==> src/rtl/button_event_pkg.sv <==
// Shared types and elaboration-time helpers for the button_event classifier.
package button_event_pkg;

  typedef enum logic [2:0] {
    ST_IDLE,
    ST_PRESSED,
    ST_LONG_HELD,
    ST_WAIT_SECOND,
    ST_SECOND_PRESSED
  } btn_state_t;

  function automatic int cyc_per_ms(input int freq);
    return freq / 1000;
  endfunction

  // Wide enough to hold the largest millisecond threshold without wrapping.
  function automatic int ms_cnt_width(input int long_ms, input int dbl_ms, input int repeat_ms);
    int m;
    m = long_ms;
    if (dbl_ms > m) m = dbl_ms;
    if (repeat_ms > m) m = repeat_ms;
    return $clog2(m + 1);
  endfunction

endpackage

==> src/rtl/button_event_ms_timer.sv <==
// Millisecond timebase: a clock prescaler feeding a saturating ms counter,
// both restarted by a synchronous clear.
module ms_timer #(
  parameter int CYC_PER_MS = 50000,
  parameter int CNT_W      = 10
) (
  input  logic             clk,
  input  logic             reset,
  input  logic             clear,
  output logic [CNT_W-1:0] ms_cnt
);

  localparam int PW = (CYC_PER_MS > 1) ? $clog2(CYC_PER_MS) : 1;
  localparam logic [PW-1:0]    PRESC_LAST = PW'(CYC_PER_MS - 1);
  localparam logic [CNT_W-1:0] CNT_MAX    = '1;

  logic [PW-1:0]    presc_q, presc_d;
  logic [CNT_W-1:0] cnt_q, cnt_d;
  logic             ms_tick;

  assign ms_tick = (presc_q == PRESC_LAST);

  always_comb begin
    presc_d = ms_tick ? '0 : presc_q + PW'(1);
    cnt_d   = cnt_q;
    if (ms_tick && (cnt_q != CNT_MAX)) cnt_d = cnt_q + CNT_W'(1);
    if (clear) begin
      presc_d = '0;
      cnt_d   = '0;
    end
  end

  always_ff @(posedge clk or posedge reset) begin
    if (reset) begin
      presc_q <= '0;
      cnt_q   <= '0;
    end else begin
      presc_q <= presc_d;
      cnt_q   <= cnt_d;
    end
  end

  assign ms_cnt = cnt_q;

endmodule

==> src/rtl/button_event.sv <==
// Classifies debounced presses into short/long/double (and optional repeat)
// one-cycle pulses. Define BUTTON_EVENT_REPEAT_EN to enable auto-repeat in LONG_HELD.
module button_event
  import button_event_pkg::*;
#(
  parameter int CLK_FREQ  = 50000000,
  parameter int LONG_MS   = 1000,
  parameter int DBL_MS    = 300,
  parameter int REPEAT_MS = 200
) (
  input  logic clk,
  input  logic reset,
  input  logic level,
  output logic short_press,
  output logic long_press,
  output logic double_press,
  output logic repeat_press,
  output logic busy
);

  localparam int CYC_PER_MS = cyc_per_ms(CLK_FREQ);
  localparam int CNT_W      = ms_cnt_width(LONG_MS, DBL_MS, REPEAT_MS);
  localparam logic [CNT_W-1:0] LONG_CNT = CNT_W'(LONG_MS);
  localparam logic [CNT_W-1:0] DBL_CNT  = CNT_W'(DBL_MS);

  btn_state_t       state_q, state_d;
  logic             lvl_q;
  logic             rise, fall;
  logic [CNT_W-1:0] ms_cnt;
  logic             timer_clear;
  logic             short_q, short_d;
  logic             long_q, long_d;
  logic             double_q, double_d;
  logic             busy_q;

  assign rise = level & ~lvl_q;
  assign fall = ~level & lvl_q;

`ifdef BUTTON_EVENT_REPEAT_EN
  localparam logic [CNT_W-1:0] REP_CNT = CNT_W'(REPEAT_MS);
  logic repeat_q, repeat_d;
  logic rep_restart;
`endif

  // Edges are tested before expiries so a coincident edge always wins.
  always_comb begin
    state_d  = state_q;
    short_d  = 1'b0;
    long_d   = 1'b0;
    double_d = 1'b0;
`ifdef BUTTON_EVENT_REPEAT_EN
    repeat_d    = 1'b0;
    rep_restart = 1'b0;
`endif
    case (state_q)
      ST_IDLE: begin
        if (rise) state_d = ST_PRESSED;
      end
      ST_PRESSED: begin
        if (fall) begin
          state_d = ST_WAIT_SECOND;
        end else if (ms_cnt == LONG_CNT) begin
          long_d  = 1'b1;
          state_d = ST_LONG_HELD;
        end
      end
      ST_LONG_HELD: begin
        if (fall) begin
          state_d = ST_IDLE;
        end
`ifdef BUTTON_EVENT_REPEAT_EN
        else if (ms_cnt == REP_CNT) begin
          repeat_d    = 1'b1;
          rep_restart = 1'b1;
        end
`endif
      end
      ST_WAIT_SECOND: begin
        if (rise) begin
          state_d = ST_SECOND_PRESSED;
        end else if (ms_cnt == DBL_CNT) begin
          short_d = 1'b1;
          state_d = ST_IDLE;
        end
      end
      ST_SECOND_PRESSED: begin
        if (fall) begin
          double_d = 1'b1;
          state_d  = ST_IDLE;
        end else if (ms_cnt == LONG_CNT) begin
          long_d  = 1'b1;
          state_d = ST_LONG_HELD;
        end
      end
      default: state_d = ST_IDLE;
    endcase
  end

`ifdef BUTTON_EVENT_REPEAT_EN
  assign timer_clear = (state_d != state_q) | rep_restart;
`else
  assign timer_clear = (state_d != state_q);
`endif

  ms_timer #(
    .CYC_PER_MS(CYC_PER_MS),
    .CNT_W     (CNT_W)
  ) u_ms_timer (
    .clk   (clk),
    .reset (reset),
    .clear (timer_clear),
    .ms_cnt(ms_cnt)
  );

  always_ff @(posedge clk or posedge reset) begin
    if (reset) begin
      state_q  <= ST_IDLE;
      lvl_q    <= 1'b0;
      short_q  <= 1'b0;
      long_q   <= 1'b0;
      double_q <= 1'b0;
      busy_q   <= 1'b0;
    end else begin
      state_q  <= state_d;
      lvl_q    <= level;
      short_q  <= short_d;
      long_q   <= long_d;
      double_q <= double_d;
      busy_q   <= (state_d != ST_IDLE);
    end
  end

`ifdef BUTTON_EVENT_REPEAT_EN
  always_ff @(posedge clk or posedge reset) begin
    if (reset) repeat_q <= 1'b0;
    else       repeat_q <= repeat_d;
  end
  assign repeat_press = repeat_q;
`else
  assign repeat_press = 1'b0;
`endif

  assign short_press  = short_q;
  assign long_press   = long_q;
  assign double_press = double_q;
  assign busy         = busy_q;

endmodule
==> config.mk <==
export PLATFORM = sky130hd
export DESIGN_NAME = button_event
export DESIGN_NICKNAME = d
export VERILOG_FILES = /design/src/rtl/button_event_pkg.sv /design/src/rtl/button_event_ms_timer.sv /design/src/rtl/button_event.sv
export SDC_FILE = /design/constraint.sdc
export NUM_CORES = 1
export LEC_CHECK = 0
export ABC_CLOCK_PERIOD_IN_PS = 2100
export BUFFER_PORTS_ARGS = -buffer_cell sky130_fd_sc_hd__buf_2
export CAP_MARGIN = 30
export CORE_ASPECT_RATIO = 1.25
export CORE_UTILIZATION = 30
export DETAILED_ROUTE_END_ITERATION = 12
export SYNTH_ARGS = -nofsm -noshare
export SYNTH_HDL_FRONTEND = slang
export SYNTH_SLANG_ARGS = --single-unit
==> constraint.sdc <==
create_clock -name clk -period 2.1 [get_ports clk]
set_input_delay 0.42 -clock clk [delete_from_list [all_inputs] [get_ports clk]]
set_output_delay 0.42 -clock clk [all_outputs]
set_load 0.01 [all_outputs]
### Word level (Yosys, flattened, before mapping)

Cells that the tools add are included.
W data, S select, Z words.

| word-level totals | value |
|---|---|
| flip-flop bits (word level) | 34 |
| latch bits | 0 |
| RAM bits | 0 |
| bits in read-only memories | 0 |
| input bits | 3 |
| output and inout port bits | 5 |
| word-level logic and storage cells | 48 |
| memories kept | 0 |

| operators by class | value |
|---|---|
| add/sub/neg operators | 2 |
| multipliers | 0 |
| div/mod/pow operators | 0 |
| $lt $le $gt $ge | 0 |
| equal/unequal tests | 9 |
| shift operators | 0 |
| mux-type cells | 20 |
| bitwise gates (word level) | 4 |
| reduce and logical (&&, ||, !) cells | 5 |

Operator list:

| cell | count |
|---|---|
| $mux W16 | 2 |
| $mux W3 | 7 |
| $mux W10 | 2 |
| $add A16 B1 Y16 const B | 1 |
| $eq A16 B16 Y1 const B | 1 |
| $pmux W3 S5 | 1 |
| $add A10 B1 Y10 const B | 1 |
| $eq A10 B10 Y1 const B | 1 |
| $eq A10 B9 Y1 const B | 1 |
| $ne A10 B10 Y1 const B | 1 |
| $mux W1 | 8 |
| $eq A3 B2 Y1 const B | 2 |
| $eq A3 B1 Y1 const B | 1 |
| $eq A3 B3 Y1 const B | 1 |
| $logic_not A3 Y1 | 1 |
| $ne A3 B3 Y1 | 1 |
| $reduce_bool A3 Y1 | 1 |
| $and A1 B1 Y1 | 2 |
| $not A1 Y1 | 2 |
| $reduce_bool A2 Y1 | 1 |
| $reduce_or A2 Y1 | 1 |
| $logic_and A1 B1 Y1 | 1 |

### Longest topological paths before layout

Gate-level depths: netlist (run 1).

| logic depth | value |
|---|---|
| depth after elaboration | 6 |
| mapped depth | 8 |

### By module

Synthesis (run 1) repeated with hierarchy kept, for this count alone.

| second synthesis, totals | value |
|---|---|
| cell total of the unflattened synthesis | 202 |
| area, all modules | 1,955.6 µm² |

By module, submodules not included:

| module | times used | cells an instance | area an instance (µm²) |
|---|---|---|---|
| ms_timer | 1 | 141 | 1,398.8 |
| button_event | 1 | 61 | 556.8 |

### Worst setup path after synthesis (run 1)

Ideal clock, no wire load.

| timing | value |
|---|---|
| kind | register -> register |
| from | register u_ms_timer.cnt_q[6] (netlist: u_ms_timer.ms_cnt[6]) |
| to | register u_ms_timer.presc_q[11] |
| setup time | 119 ps |
| data arrival time | 1,814 ps |
| data required time | 1,981 ps |
| slack | 167 ps |
| stages on the path, launching flop included | 7 |
| period minus slack after synthesis | 1,933 ps |
| path through | dfrtp_1 -> or4b_4 -> nor4_4 -> o21ai_2 -> o221ai_2 -> buf_6 -> nor2_1 |

| on the way | value |
|---|---|
| word-level cells in the longest chain between the ends | 6 |
| elaborated cells between the ends (all ways) | 10 |

Ends and longest elaborated chain:

| item | line | source |
|---|---|---|
| from (decl) | button_event_ms_timer.sv:18 | `logic [CNT_W-1:0] cnt_q, cnt_d;` |
| from (signal assigned) | button_event_ms_timer.sv:39 | `cnt_q <= cnt_d;` |
| $eq A10 B10 Y1 or $eq A10 B9 Y1 (tied branches) | button_event.sv:62, button_event.sv:90, button_event.sv:81 |  |
| $mux W3 (on tied branches) | button_event.sv:62, button_event.sv:90, button_event.sv:81 |  |
| $mux W3 (on tied branches) | button_event.sv:87, button_event.sv:60, button_event.sv:79 |  |
| $pmux W3 S5 (*) | button_event.sv:55 | `case (state_q)` |
| $ne A3 B3 Y1 (*) | button_event.sv:102 | `assign timer_clear = (state_d != state_q);` |
| $mux W16 (*) | button_event_ms_timer.sv:27 | `if (clear) begin` |
| via u_ms_timer.presc_d[11] | button_event_ms_timer.sv:17 | `logic [PW-1:0] presc_q, presc_d;` |
| to (signal assigned) | button_event_ms_timer.sv:38 | `presc_q <= presc_d;` |
| to (decl) | button_event_ms_timer.sv:17 |  |

Mark *: on every way through the listed nets, which the timed path passes. The rest lies on a longest branch.
A chain may end at the register's enable or synchronous reset.

### Final worst setup path (run 1)

| timing | value |
|---|---|
| from | register u_ms_timer.cnt_q[7] (netlist: u_ms_timer.ms_cnt[7]) |
| to | register busy_q (netlist: busy) |

| on the way | value |
|---|---|
| word-level cells in the longest chain between the ends | 5 |
| elaborated cells between the ends (all ways) | 9 |

Ends and longest elaborated chain:

| item | line | source |
|---|---|---|
| $eq A10 B10 Y1 or $eq A10 B9 Y1 (tied branches) | button_event.sv:62, button_event.sv:90, button_event.sv:81 |  |
| $mux W3 (on tied branches) | button_event.sv:62, button_event.sv:90, button_event.sv:81 |  |
| $mux W3 (on tied branches) | button_event.sv:87, button_event.sv:60, button_event.sv:79 |  |
| $pmux W3 S5 (*) | button_event.sv:55 |  |
| via state_d[0] | button_event.sv:26 | `btn_state_t state_q, state_d;` |
| $reduce_bool A3 Y1 (*) | button_event.sv:129 | `busy_q <= (state_d != ST_IDLE);` |
| to (signal assigned) | button_event.sv:129 |  |
| to (decl) | button_event.sv:34 | `logic busy_q;` |

Marks and branches as above.

==> out/results.env, run 1 <==
RUN_STATUS='finished, final reports clean'
GRT_FIRST_PASS_WIRELENGTH_UM=6170
CTS_HTREE_LEVELS=2
WORST_SKEW_PAIR.LATE_LATENCY_NS=0.29
SEQ_AREA_FRAC_SYNTH_PCT=46.4
SYNTH_SEQ_CELLS=34
LAYOUT.NETS=218
SYNTH_AREA_PER_CELL_UM2=9.51
SYN2LAYOUT_AREA_GROWTH_PCT=15.6
DIE_H_UM=89.5
DRT-PASS1-ITER-COUNT=4
ANTENNA-DIODE-COUNT=0
REQUIRED_NS=2.27
DRT_ITER0_MARKERS=77
CLKSINKCOUNT=34
VDD.IR_DROP.WORST_V=0.000371
P_LEAK_uW=0.000846
SYNTH_ADDER_AREA_SHARE_PCT=2.04
YOSYS.CELL_COUNT.TOP_TYPE='sky130_fd_sc_hd__dfrtp_1'
WORST-R2R-CELL-COUNT=5
WORST_R2R_START='u_ms_timer.ms_cnt[7]'
DRT-VIAS-PER-INSTANCE=4.77
DIE_WIDTH_UM=72.0
ANTENNA_VIOLATIONS_BEFORE_REPAIR=0
WORST_CASE_CLOCK_SKEW_NS=0.00695
FINAL.FILL_COUNT=608
POST_SYNTH_AND_OR_NAND_NOR_AREA_FRACTION_PCT=28.8
PATH_CLASS='reg -> reg'
HOLD_PATH_CLASS='in -> async'
PWR_DENSITY_CELL_mW_PER_MM2=853
OVERALL_GLOBAL_ROUTING_RESOURCE_USAGE_PCT=12.4
IO_BUFFER_COUNT=6
DIE_AREA_MM2=0.00644
POST_SYNTHESIS_CELL_TYPE_COUNT=39
YOSYS.AREA_SHARE.XOR_XNOR_PCT=11.0
CRITPATHBUFINV=0
FRACTION_OF_THE_CYCLE_THE_FINAL_WORST_PATH_NEEDS_PCT=94.5
LAYOUT_SETUP_WS_NS=0.116
FINALSETUPVIOLATIONS=0
PATH_DEPTH=5
POWER.CLOCK.FRACTION_PCT=26.5
REGISTER_SHARE_OF_TOTAL_POWER_PCT=43.1
POWER.COMBINATIONAL.FRACTION_PCT=30.4
ROUTED_WL_UM=3510
CTS_TREE='done'
INTERNAL-POWER_uW=1200
CTSHOLDBUFFERS=0
WORST_PATH_LARGEST_CELL_DELAY_NS=0.55
SYNTH_COMPOUND_GATE_AREA_SHARE_PCT=7.50
MAPPED_CELL_AREA_MM2=0.00184
ROUTE.VIAS.TOTAL=1398
HOLD_VIOL_FINAL=0
REG_CLK_SLEW_REPORTED_PATHS_NS=0.07
NUM_ROWS=31
INITIAL_UTILIZATION_PCT=31.3
PRECTSSETUPSLACK_NS=0.121
HPWL_UM=2440
FIN_CRIT_NS=1.98
TIMING.CRITICAL_PATH.TO_TYPE='flip-flop'
SYNTHESIZED_INSTANCE_COUNT=193
NETLIST_TOP_CELLS_COUNT='34 x sky130_fd_sc_hd__dfrtp_1, 32 x sky130_fd_sc_hd__nor2_1, 20 x sky130_fd_sc_hd__xnor2_1'
SYNTH.NET_COUNT=199
SYNTH_AREA_LEADERS='sky130_fd_sc_hd__dfrtp_1 46%, sky130_fd_sc_hd__xnor2_1 9.5%, sky130_fd_sc_hd__nor2_1 6.5%'
GRT_START_MAX_NET_PINS=35
CP-START-KIND='flip-flop'
DESIGN.CORE.AREA_MM2=0.00586
CRITICAL_PATH_PEAK_FANOUT=6
SYNTH_TOP_FLOP_CELL='sky130_fd_sc_hd__dfrtp_1'
SETUP.REG_TO_REG.WORST_SLACK_NS=0.12
F_MAX_MHz=504
CTS.PATH.MAX_BUFFERS=2
CTS_MADE_BUFFERS=5
DETAIL_ROUTE.DRC_VIOLATIONS=0
CP_CELL_SEQUENCE='or4b_4 > nor4_4 > o21a_1 > a221oi_1 > or3_1'
TIMING.CRITICAL_PATH.FROM='u_ms_timer.ms_cnt[7]'
WIRE_PER_INST_UM=12.0
GLOBALPLACE.CONGESTION=0.776
SYNTH_TOP_AREA_SHARE_PCT=46.4
SYNTH_ENABLE_FLOP_CELLS=0
CRITICAL-PATH-SLOWEST-CELL='sky130_fd_sc_hd__or4b_4'
SYNTH-ASYNC-RESET-RATIO_PCT=100
FINAL_ANTENNA_NET_COUNT=0
FINAL_SETUP_TNS_NS=0
CRITICAL_PATH.TOP_DELAY_FAMILY='simple AND/OR/NAND/NOR gates'
FIRST_GLOBAL_VIAS=1409
POST_SYNTH_MUX_AREA_SHARE_PCT=0
SW_FRAC_OF_TOTAL_PCT=33.7
COMBINATIONAL_FAMILY_WITH_THE_MOST_AREA_AFTER_SYNTHESIS='simple AND/OR/NAND/NOR gates'
SYNTH_WARNINGS=0
CP.ARRIVAL_NS=2.15
FLOORPLAN.IO_PINS=8
GR-TOTAL-OVERFLOW=0
TIMING_MAX_TRANSITION_VIOLATIONS_FINAL=0
CTSROOTBUFFERMASTER='sky130_fd_sc_hd__clkbuf_8'
PROPORTION_OF_LAYOUT_CELLS_WITH_A_DRIVE_SUFFIX_ABOVE_1_PCT=15.2
GRT_SETUP_UNREPAIRED='false'
TIMING.MAX_CAP.VIOLATIONS=0
SWITCHING_POWER_uW=611
SYNTH.LARGEST_AREA_CELL='sky130_fd_sc_hd__dfrtp_1'
[worst register-to-register path, cell delays in order, from the launching register on]
cell and delay [ns]:
sky130_fd_sc_hd__dfrtp_1 0.43, sky130_fd_sc_hd__or4b_4 0.55, sky130_fd_sc_hd__nor4_4 0.29, sky130_fd_sc_hd__o21a_1 0.16, sky130_fd_sc_hd__a221oi_1 0.08, sky130_fd_sc_hd__or3_1 0.36
[cell usage in the layout, fill, tap and decap left out, types with 2 or more instances in the layout]
cell type and count:
sky130_fd_sc_hd__o21a_1 2, sky130_fd_sc_hd__a21oi_1 4, sky130_fd_sc_hd__nor3_1 7, sky130_fd_sc_hd__ha_1 3, sky130_fd_sc_hd__buf_2 6, sky130_fd_sc_hd__o21ai_0 2, sky130_fd_sc_hd__xnor2_1 20, sky130_fd_sc_hd__nand2_1 15
sky130_fd_sc_hd__nand3_1 9, sky130_fd_sc_hd__or3_1 3, sky130_fd_sc_hd__xor2_1 3, sky130_fd_sc_hd__inv_1 8, sky130_fd_sc_hd__dfrtp_1 34, sky130_fd_sc_hd__nor2_1 32, sky130_fd_sc_hd__nand4_1 6, sky130_fd_sc_hd__nor3b_1 2
sky130_fd_sc_hd__clkbuf_8 6, sky130_fd_sc_hd__and3_1 4, sky130_fd_sc_hd__nor2b_1 4, sky130_fd_sc_hd__nand2b_1 2, sky130_fd_sc_hd__nor4bb_1 2, sky130_fd_sc_hd__nor4_1 7, sky130_fd_sc_hd__buf_4 12
[final timing paths]
path / endpoint
max: busy
min: state_q[1]
max reg2reg: busy
min reg2reg: u_ms_timer.presc_q[0]
max in group asynchronous: u_ms_timer.ms_cnt[3]
min in group clk: lvl_q
[stage by stage]
step	util, %	hold slack, ns	power [µW]	std cells	cell area, µm²
floorplan	-	0.451	1210	193	1840
CTS	36.1	0.226	1830	293	2120
global placement	34.7	0.479	1340	287	2030
detailed placement	34.7	0.494	1340	287	2030
finish	36.2	0.211	1810	293	2120
global route	36.2	0.266	1920	293	2120
[layout make-up]
class	count	area, µm²	area share [%]
flip-flops and latches	34	851	40.1
multi-input cells	144	916	43.2
repair buffers	19	140	6.60
inverters	8	30.0	1.42
well taps	82	103	4.83
clock buffers	6	82.6	3.89
[power groups by stage]
stage / sequential [µW] / combinational, µW / clock (µW)
finish: 780 / 550 / 479
floorplan: 758 / 451 / 0
CTS: 779 / 553 / 495
detailed placement: 791 / 549 / 0
global route: 792 / 612 / 515
global placement: 791 / 549 / 0
[repair_timing]
action / in CTS / in global routing
setup buffers: 0 / 0
endpoints found under the setup margin: 0 / 2
gates resized for setup: 0 / 1
[sequential cells by signal, summed over array words and instances, names as in the netlist]
signal	flops
u_ms_timer.ms_cnt	10
state_q	3
u_ms_timer.presc_q	16
double_press	1
long_press	1
busy	1
short_press	1
lvl_q	1
[cell families (layout without fill, tap and decap cells)]
family	count (synthesis)	after routing
flops	34	34
xor+xnor	23	23
other cells	1	1
simple gates	99	99
compound gates	18	18
buf+inv	15	33
fa+ha+maj	3	3
[per-layer routing]
layer / vias up / share of wire, % / track usage, %
met2: 20 / 49 / 21.6
li1: 709 / - / -
met5: - / 0 / 0
met3: 10 / 3.2 / 4.06
met4: 0 / 2.0 / 4.81
met1: 659 / 45 / 14.1
(Power assumes the default switching activity.)
==> inputs of run 2 (changes only) <==
- ABC_AREA: default -> 1
==> run 2 against run 1 <==
  * Power rose by 4.9%
  * Critical path depth rose by 6
  * Largest power group unchanged
  * Critical endpoint is now u_ms_timer.presc_q[9]
  * Global-route usage rose by 0.25 points
  * Highest routed layer unchanged
==> out/results.env, run 2 <==
TIMING.CRITICAL_PATH.TO_TYPE='flip-flop'  # unchanged
F_MAX_MHz=524  # was 504 MHz
GR-TOTAL-OVERFLOW=0  # unchanged
INITIAL_UTILIZATION_PCT=31.5  # was 31.3%
ANTENNA_VIOLATIONS_BEFORE_REPAIR=0  # unchanged
DETAIL_ROUTE.DRC_VIOLATIONS=0  # unchanged
PROPORTION_OF_LAYOUT_CELLS_WITH_A_DRIVE_SUFFIX_ABOVE_1_PCT=15.0  # was 15.2%
REGISTERS.TOP_BY_FF_COUNT='u_ms_timer.presc_q'  # unchanged
HPWL_UM=3090  # was 2440 µm
WORST_SKEW_PAIR.LATE_LATENCY_NS=0.29  # about the same
WORST-R2R-CELL-COUNT=11  # was 5
RUN_STATUS='finished, final reports clean'  # unchanged
SYNTH_SEQ_CELLS=34  # unchanged
TIMING_MAX_TRANSITION_VIOLATIONS_FINAL=0  # unchanged
POWER.COMBINATIONAL.FRACTION_PCT=33.3  # was 30.4%
SYNTHESIZED_INSTANCE_COUNT=286  # was 193
VDD.IR_DROP.WORST_V=0.000640  # was 0.000371 V
DRT-PASS1-ITER-COUNT=4  # unchanged
POWER.CLOCK.FRACTION_PCT=26.8  # was 26.5%
SYNTH_TOP_FLOP_CELL='sky130_fd_sc_hd__dfrtp_1'  # unchanged
LAYOUT_COMMON_CELLS='63 x sky130_fd_sc_hd__nand2_1, 47 x sky130_fd_sc_hd__nor2_1, 35 x sky130_fd_sc_hd__inv_1, 34 x sky130_fd_sc_hd__dfrtp_1, 30 x sky130_fd_sc_hd__nand3_1'  # was 34 x sky130_fd_sc_hd__dfrtp_1, 32 x sky130_fd_sc_hd__nor2_1, 20 x sky130_fd_sc_hd__xnor2_1, 15 x sky130_fd_sc_hd__nand2_1, 12 x sky130_fd_sc_hd__buf_4
CTS_TREE='done'  # unchanged
SETUP.REG_TO_REG.WORST_SLACK_NS=0.19  # was 0.12 ns
FINAL_ANTENNA_NET_COUNT=0  # unchanged
DRT_ITER0_MARKERS=84  # was 77
PWR_DENSITY_CELL_mW_PER_MM2=817  # was 853 mW/mm²
MAPPED_CELL_AREA_MM2=0.00209  # was 0.00184 mm²
IO_BUFFER_COUNT=6  # unchanged
CTS_POST_SETUP_BUFFERS_INSERTED=0  # unchanged
NUM_ROWS=33  # was 31
CTSRESIZECOUNT=0  # unchanged
SYNTH_ENABLE_FLOP_CELLS=0  # unchanged
SW_FRAC_OF_TOTAL_PCT=39.9  # was 33.7%
NETLIST_TOP_CELLS_COUNT='63 x sky130_fd_sc_hd__nand2_1, 47 x sky130_fd_sc_hd__nor2_1, 35 x sky130_fd_sc_hd__inv_1'  # was 34 x sky130_fd_sc_hd__dfrtp_1, 32 x sky130_fd_sc_hd__nor2_1, 20 x sky130_fd_sc_hd__xnor2_1
TIMING.MAX_CAP.VIOLATIONS=0  # unchanged
CRIT_END='u_ms_timer.presc_q[9]'  # was busy
DRT-VIAS-PER-INSTANCE=4.68  # was 4.77
P_LEAK_uW=0.00104  # was 0.000846 µW
FRACTION_OF_THE_CYCLE_THE_FINAL_WORST_PATH_NEEDS_PCT=90.8  # was 94.5%
DIE_WIDTH_UM=76.7  # was 72.0 µm
SEQ_AREA_FRAC_SYNTH_PCT=40.7  # was 46.4%
GLOBALPLACE.CONGESTION=0.822  # was 0.776
MOSTFREQUENTLAYOUTCELL='sky130_fd_sc_hd__nand2_1'  # was sky130_fd_sc_hd__dfrtp_1
FLOORPLAN.IO_PINS=8  # unchanged
GRT_START_MAX_NET_PINS=35  # unchanged
GRT_SETUP_UNREPAIRED='false'  # unchanged
GRT_FIRST_PASS_WIRELENGTH_UM=7420  # was 6170 µm
WORST_CASE_CLOCK_SKEW_NS=0.0101  # was 0.00695 ns
HOLD_PATH_CLASS='in -> async'  # unchanged
WORSTREG2REGEND='u_ms_timer.presc_q[9]'  # was busy
CLKSINKCOUNT=34  # unchanged
CTS_MADE_BUFFERS=5  # unchanged
DESIGN.CORE.AREA_MM2=0.00665  # was 0.00586 mm²
CTSHOLDBUFFERS=0  # unchanged
CTS.PATH.MAX_BUFFERS=2  # unchanged
SYNTH.LARGEST_AREA_CELL='sky130_fd_sc_hd__dfrtp_1'  # unchanged
YOSYS.CELL_COUNT.TOP_TYPE='sky130_fd_sc_hd__nand2_1'  # was sky130_fd_sc_hd__dfrtp_1
SYNTH_TOP_AREA_SHARE_PCT=40.7  # was 46.4%
FINAL_SETUP_TNS_NS=0  # unchanged
FINAL_CORE_UTIL_PCT=35.0  # was 36.2%
CP.ARRIVAL_NS=2.11  # was 2.15 ns
ROUTE.VIAS.TOTAL=1811  # was 1,398
WL_MET2_UM=2210  # was 1730 µm
WL_MET1_UM=2030  # was 1590 µm
INTERNAL-POWER_uW=1140  # was 1200 µW
ANTENNA-DIODE-COUNT=0  # unchanged
REGISTER_SHARE_OF_TOTAL_POWER_PCT=40.0  # was 43.1%
LARGEST_REGISTER_FF_COUNT=16  # unchanged
OVERALL_GLOBAL_ROUTING_RESOURCE_USAGE_PCT=12.7  # was 12.4%
MET3_WIRELENGTH_UM=90  # was 112 µm
SYNTH.NET_COUNT=292  # was 199
WORST_R2R_START='u_ms_timer.ms_cnt[0]'  # was u_ms_timer.ms_cnt[7]
CTSROOTBUFFERMASTER='sky130_fd_sc_hd__clkbuf_8'  # unchanged
SYNTH-ASYNC-RESET-RATIO_PCT=100  # unchanged
REG_CLK_SLEW_REPORTED_PATHS_NS=0.07  # about the same
DIE_H_UM=95.3  # was 89.5 µm
FINALSETUPVIOLATIONS=0  # unchanged
CRITICAL_PATH_PEAK_FANOUT=13  # was 6
PATH_CLASS='reg -> reg'  # unchanged
SYNTH_WARNINGS=0  # unchanged
SYN2LAYOUT_AREA_GROWTH_PCT=11.1  # was 15.6%
LAYOUT.NETS=305  # was 218
POST_SYNTHESIS_CELL_TYPE_COUNT=28  # was 39
SYNTH_AREA_LEADERS='sky130_fd_sc_hd__dfrtp_1 41%, sky130_fd_sc_hd__nand2_1 11%, sky130_fd_sc_hd__nor2_1 8.4%'  # was sky130_fd_sc_hd__dfrtp_1 46%, sky130_fd_sc_hd__xnor2_1 9.5%, sky130_fd_sc_hd__nor2_1 6.5%
HOLD_VIOL_FINAL=0  # unchanged
SYNTH_AREA_PER_CELL_UM2=7.31  # was 9.51 µm²
DIE_AREA_MM2=0.00731  # was 0.00644 mm²
SWITCHING_POWER_uW=757  # was 611 µW
CTS_HTREE_LEVELS=2  # unchanged
TIMING.CRITICAL_PATH.FROM='u_ms_timer.ms_cnt[0]'  # was u_ms_timer.ms_cnt[7]
HIGHEST-SIGNAL-LAYER='met4'  # unchanged
REQUIRED_NS=2.30  # was 2.27 ns
FIN_CRIT_NS=1.91  # was 1.98 ns
FIRST_GLOBAL_VIAS=1731  # was 1,409
ROUTED_WL_UM=4390  # was 3510 µm
CP-START-KIND='flip-flop'  # unchanged
WIRE_PER_INST_UM=11.3  # was 12.0 µm
[run 2: worst min path at each step]
stage / slack [ns] / cells past startpoint / to / startpoint
final: 0.22 / 3 / short_press / reset
after global routing: 0.27 / 1 / lvl_q / level
after CTS: 0.23 / 3 / short_press / reset
after detailed placement: 0.55 / 3 / u_ms_timer.presc_q[9] / reset
after global placement: 0.54 / 3 / double_press / reset
after floorplan: 0.45 / 0 / lvl_q / level
[run 2: cell type report]
cell class                      count  area (µm²)
Tap cell                           87         109
Fill cell                         701        4320
Sequential cell                    34         851
Clock buffer                        7        86.3
Timing Repair Buffer                9        52.6
Inverter                           38         143
Multi-Input combinational cell    211        1080
Clock inverter                      1        5.00
[run 2: power groups by stage]
stage | clock network, µW | registers [µW] | logic (µW)
detailed placement | 0 | 769 | 557
finish | 508 | 759 | 632
CTS | 523 | 758 | 560
floorplan | 0 | 767 | 518
global route | 547 | 765 | 712
global placement | 0 | 770 | 553
[run 2: through the flow]
step	std cells	total power, µW	cell area [µm²]	hold WS, ns	setup slack, ns
6_report	387	1900	2320	0.219	0.193
4_1_cts	386	1840	2310	0.233	0.162
2_1_floorplan	286	1290	2090	0.451	0.454
3_5_place_dp	378	1330	2210	0.547	0.188
5_1_grt	387	2020	2320	0.267	0.000722
3_3_place_gp	378	1320	2210	0.542	0.224
[run 2: worst max-delay path, stage by stage (launching register included)]
cell and delay, ns:
sky130_fd_sc_hd__dfrtp_1 0.45, sky130_fd_sc_hd__inv_1 0.07, sky130_fd_sc_hd__ha_1 0.21, sky130_fd_sc_hd__nand2_1 0.08, sky130_fd_sc_hd__nor2_1 0.05, sky130_fd_sc_hd__nand3_1 0.09
sky130_fd_sc_hd__nand2_1 0.08, sky130_fd_sc_hd__a21oi_1 0.14, sky130_fd_sc_hd__nand2_1 0.06, sky130_fd_sc_hd__inv_1 0.20, sky130_fd_sc_hd__nand3_4 0.23, sky130_fd_sc_hd__nor2_1 0.16
[run 2: kinds of logic (layout without fill, tap and decap cells)]
| kind of cell | count (synthesis) | in the layout | synth area share [%] |
|---|---|---|---|
| xor+xnor | 8 | 8 | 3.35 |
| buf+inv | 42 | 55 | 8.62 |
| flops | 34 | 34 | 40.7 |
| compound gates | 8 | 8 | 2.21 |
| simple gates | 190 | 191 | 43.1 |
| fa+ha+maj | 3 | 3 | 1.80 |
| other cells | 1 | 1 | 0.179 |
[run 2: layer usage]
layer | GRT usage, % | up-vias
met5 | 0 | -
li1 | - | 934
met4 | 4.49 | 0
met3 | 2.58 | 6
met2 | 23.8 | 21
met1 | 14.1 | 850
